### config.mk
export PLATFORM = sky130hd
export DESIGN_NAME = fifo_rd_stream
export DESIGN_NICKNAME = d
export VERILOG_FILES = /design/src/rtl/fifo_rd_stream.sv
export SDC_FILE = /design/constraint.sdc
export NUM_CORES = 1
export LEC_CHECK = 0
export ABC_AREA = 1
export BUFFER_PORTS_ARGS = -buffer_cell sky130_fd_sc_hd__clkbuf_2
export CAP_MARGIN = 40
export CORE_MARGIN = 5
export CORE_UTILIZATION = 40
export CTS_CLUSTER_SIZE = 25
export DETAILED_ROUTE_END_ITERATION = 7
export GPL_TIMING_DRIVEN = 0
export HOLD_SLACK_MARGIN = 0.08
export PLACE_DENSITY = 0.72
export SYNTH_ARGS = -nofsm -noshare
export SYNTH_HDL_FRONTEND = slang
export SYNTH_SLANG_ARGS = --single-unit
### constraint.sdc
create_clock -name clk -period 1.3 [get_ports clk]
set_input_delay 0.13 -clock clk [delete_from_list [all_inputs] [get_ports clk]]
set_output_delay 0.13 -clock clk [all_outputs]
set_load 0.05 [all_outputs]
### src/rtl/fifo_rd_stream.sv
// fifo_rd_stream
// Read-side drain stage for the synchronous FIFO. It issues read strobes,
// absorbs the FIFO's one-cycle registered read latency in a 3-entry elastic
// buffer and presents the words as a valid/ready stream. The read strobe is
// derived only from registered occupancy, en and fifo_empty, so m_ready never
// reaches fifo_rd_en combinationally.
// Optional build macro: RD_STREAM_STATS_EN adds the beat_cnt output, a
// free-running count of accepted beats (wraps modulo 2^CNT_WIDTH).
module fifo_rd_stream #(
  parameter int DWIDTH    = 4,
  parameter int CNT_WIDTH = 16
) (
  input  logic              clk,
  input  logic              rstn,
  input  logic              en,
  input  logic              fifo_empty,
  input  logic [DWIDTH-1:0] fifo_out_data,
  output logic              fifo_rd_en,
  output logic              m_valid,
  input  logic              m_ready,
  output logic [DWIDTH-1:0] m_data,
  output logic              idle
`ifdef RD_STREAM_STATS_EN
  ,
  output logic [CNT_WIDTH-1:0] beat_cnt
`endif
);

  // Elaboration-time sanity check on the statistics counter width.
  if (CNT_WIDTH < 1) begin : gCntWidthCheck
    $error("fifo_rd_stream: CNT_WIDTH must be at least 1");
  end

  logic [DWIDTH-1:0] r_buf [3];
  logic [1:0]        r_cnt;
  logic [1:0]        r_wrPtr;
  logic [1:0]        r_rdPtr;
  logic              r_inflight;

  logic [2:0]        w_occupancy;
  logic              w_pop;
  logic [1:0]        w_wrPtrNext;
  logic [1:0]        w_rdPtrNext;

  // Read issue and stream handshake; occupancy counts the word still in flight
  // so the buffer can never be overrun.
  always_comb begin
    w_occupancy = {1'b0, r_cnt} + {2'b00, r_inflight};
    fifo_rd_en  = en && !fifo_empty && (w_occupancy < 3'd3);
    m_valid     = (r_cnt != 2'd0);
    m_data      = r_buf[r_rdPtr];
    w_pop       = m_valid && m_ready;
    idle        = (r_cnt == 2'd0) && !r_inflight;
    w_wrPtrNext = (r_wrPtr == 2'd2) ? 2'd0 : r_wrPtr + 2'd1;
    w_rdPtrNext = (r_rdPtr == 2'd2) ? 2'd0 : r_rdPtr + 2'd1;
  end

  // Buffer state: capture the FIFO word one cycle after its read, pop on
  // handshake, and keep the occupancy count in step with both.
  always_ff @(posedge clk or negedge rstn) begin
    if (!rstn) begin
      r_cnt      <= 2'd0;
      r_wrPtr    <= 2'd0;
      r_rdPtr    <= 2'd0;
      r_inflight <= 1'b0;
      for (int i = 0; i < 3; i++) begin
        r_buf[i] <= '0;
      end
    end else begin
      r_inflight <= fifo_rd_en;
      if (r_inflight) begin
        r_buf[r_wrPtr] <= fifo_out_data;
        r_wrPtr        <= w_wrPtrNext;
      end
      if (w_pop) begin
        r_rdPtr <= w_rdPtrNext;
      end
      r_cnt <= r_cnt + {1'b0, r_inflight} - {1'b0, w_pop};
    end
  end

`ifdef RD_STREAM_STATS_EN
  logic [CNT_WIDTH-1:0] r_beatCnt;

  // Accepted-beat counter, wraps naturally at its width.
  always_ff @(posedge clk or negedge rstn) begin
    if (!rstn) begin
      r_beatCnt <= '0;
    end else if (w_pop) begin
      r_beatCnt <= r_beatCnt + {{(CNT_WIDTH-1){1'b0}}, 1'b1};
    end
  end

  assign beat_cnt = r_beatCnt;
`endif

endmodule

==> summary.txt <==
Routing
  • Post-DRT Antenna Nets: 0
  • Final WL: 2.18 mm
  • WL/cell: 12.3 microns
  • Detailed Routing Iterations Pass 1: 4
  • Remaining DRCs: 0
  • Number of vias per cell: 4.96
  • Iter 0 DRT Violations: 21
  • DR vias: 878

Global route
  • Initial antenna violation count: 0
  • Met2 Usage GRT: 0.231
  • Largest net degree at the start of global routing: 20
  • Grt met1 use: 0.173
  • Grt ovf: 0
  • Top Usage Layer GRT: met2
  • Total GRT Usage: 0.140
  • First-pass GRT wire length: 3.65 mm
  • Met3 Resource Use GR: 0.0439
  • Number of global-route vias before repair: 825

Die
  • Chip width: 58.7 microns
  • Core footprint: 0.00223 sq mm
  • Die Span Y: 58.7 microns
  • Row count: 17
  • I/O pins: 16
  • Die area: 0.00345 sq mm
  • Initial Utilization: 0.425

CTS
  • TritonCTS clock tree: done
  • CTS Buffer Depth: 2
  • Clk slew on worst S/H paths: 100 ps
  • Num CTS Buffers: 3
  • Clock sink count: 19
  • H-tree depth: 1
  • CTS Root Cell: clkbuf_4
  • Clk_lat worst skew: 290 ps

Placed design
  • Detailed Place HPWL: 1.55 mm
  • RePlAce Congestion: 0.883
  • Number of port buffers: 15
  • Area post-placement: 0.00112 sq mm

Critical path
  • WP buf/inv: 1
  • FF-to-FF path depth: 10
  • CP cell instances: ha_2 > ha_4 > nand2_2 > nand3b_1 > nor2_4 > buf_8
  • Data required time at the worst endpoint: 1170 ps
  • Setup CP Type: flop to primary output
  • CP Launch Type: flop
  • Crit-path leading delay family: adder cells
  • CP max stage cell: dfrtp_1
  • Worst setup EP type: primary output
  • CP peak stage delay: 410 ps
  • Critical-path maximum fanout: 2
  • Arr. time, crit path: 1540 ps
  • Critical path depth in cells: 6

Timing
  • Post-route minimum period: 1670 ps
  • Actual slew at the worst max-slew pin: 470 ps
  • Final Hold Viols: 0
  • Final WS setup: -375 ps
  • Fmax: 597 MHz
  • Clk_skew: 6.76 ps
  • Final TNS setup: -1080 ps
  • # setup viols final: 9
  • Crit share post-route: 1.29
  • Relative slew slack: 0.687
  • Final Slew Violations: 0
  • RSZ-0062 raised after global routing: true

Synth
  • Mean Syn Cell Area: 8.11 sq um
  • Syn_nets: 130
  • Mapped cell area: 948 sq um
  • Largest cells by area after synthesis: dfrtp_1, nand2_1, nand3_1, ha_1, nand4_1
  • Count of different cell masters after synthesis: 14
  • Top-area cell type share of the netlist area: 0.501
  • Leading area contributor after synthesis: dfrtp_1
  • Seq/Total Area, Yosys: 0.501
  • Warnings from Yosys: 0
  • Synth Register Bits: 19
  • Post-synthesis cell count: 117

Power and ir drop
  • Leak: 0.711 nW
  • Combinational power share: 0.640
  • Switching Power: 0.00185 W
  • Pint: 0.00208 W
  • Peak VDD IR: 1.78 mV
  • Net Sw Frac: 0.471
  • Reg power frac: 0.286
  • PwrDens: 2780 mW/mm^2
  • Clock share of power: 0.074

Run status
  • Failing checks: negative setup slack
  • Status: finished with violations

Min path
  • Hold Path Depth: 3
  • HP Class: input port to flop

Final layout
  • Area grow syn2layout: 49.3%
  • Number of fill cells: 183
  • Design area: 0.00142 sq mm
  • N_diodes: 0
  • Nets: 163
  • Layout cells sized above 1: 0.416

Run
  • Max cap viols: 0
[cell usage after synthesis (all sizes together)]
cell     n
inv     11
nand3b   1
dfrtp   19
nand3   18
clkbuf   1
buf      3
nand4    8
ha       4
nor2     5
o21ai    2
nand2   45
[metrics by stage]
| stage | hold WS, ps | util | setup WS, ps | std cells | power (W) |
|---|---|---|---|---|---|
| global route | 84.0 | 0.634 | -463 | 177 | 0.00420 |
| floorplan | -166 | - | -122 | 117 | 0.00243 |
| global placement | 97.4 | 0.500 | -222 | 160 | 0.00276 |
| CTS | 85.1 | 0.611 | -411 | 173 | 0.00369 |
| finish | 95.1 | 0.634 | -375 | 177 | 0.00393 |
| detailed placement | 102 | 0.500 | -254 | 160 | 0.00282 |
[path summary, 6_finish.rpt]
kind,start,endpoint,slack (ps)
max,r_cnt[0],fifo_rd_en,-370
min,fifo_out_data[3],r_buf[3],100
max reg2reg,r_cnt[0],r_cnt[1],-90
min reg2reg,r_buf[10],r_buf[10],500
max in group asynchronous,rstn,r_rdPtr[0],650
min in group asynchronous,rstn,r_rdPtr[1],310
[state kept, by name, indices dropped and copies added (netlist names)]
name / cells
r_buf: 12
r_cnt: 2
r_rdPtr: 2
r_wrPtr: 2
r_inflight: 1
[placed cells by master (no fill, tap or decap), types with 3 or more instances in the layout]
cell type,n
nand2_1,40
dfrtp_1,18
nand3_2,9
nand3_1,9
buf_4,9
inv_2,8
nand4_1,8
clkbuf_2,8
buf_8,7
buf_6,4
dlygate4sd3_1,4
nor2_4,3
nand2_2,3
ha_4,3
clkbuf_4,3
[cell type report]
class,instances,area (sq um),area share
Multi-Input combinational cell,83,534,0.377
Sequential cell,19,477,0.337
Timing Repair Buffer,30,279,0.197
Inverter,11,46.3,0.0327
Tap cell,28,35.0,0.0247
Clock buffer,4,26.3,0.0186
Buffer,2,18.8,0.0133
[cell families after synthesis]
logic type | share of synthesized area
DFF | 0.501
buffers and inverters | 0.0765
adders and majority gates | 0.0528
and+or+nand+nor | 0.359
AOI/OAI and AO/OA | 0.0106
[power by group through the flow]
stage          combinational (W)  clock [W]  sequential [W]
2_1_floorplan            0.00140          0         0.00104
4_1_cts                  0.00228   0.000301         0.00111
5_1_grt                  0.00272   0.000329         0.00115
3_5_place_dp             0.00171          0         0.00111
3_3_place_gp             0.00166          0         0.00110
6_report                 0.00252   0.000291         0.00113
[worst register-to-register path, stage by stage (launching register included)]
cell,delay [ps]
dfrtp_1,410
buf_6,130
inv_6,60
nand2_8,70
nand2_4,60
inv_2,40
ha_4,250
inv_2,30
ha_4,150
nand3_2,60
nand2_1,40
[metal layers]
metal	vias up	part of all wire
li1	449	-
met1	399	0.42
met2	24	0.51
met4	0	0.022
met5	-	0
met3	6	0.053
[timing repair]
action,4_1_cts,5_1_grt
hold buffers,4,0
resized for setup,34,14
endpoints found under the setup margin,8,10
pin swaps,9,8
endpoints found under the hold margin,22,0
buffers inserted,6,5
No activity file was read; power rests on OpenSTA's default activity.
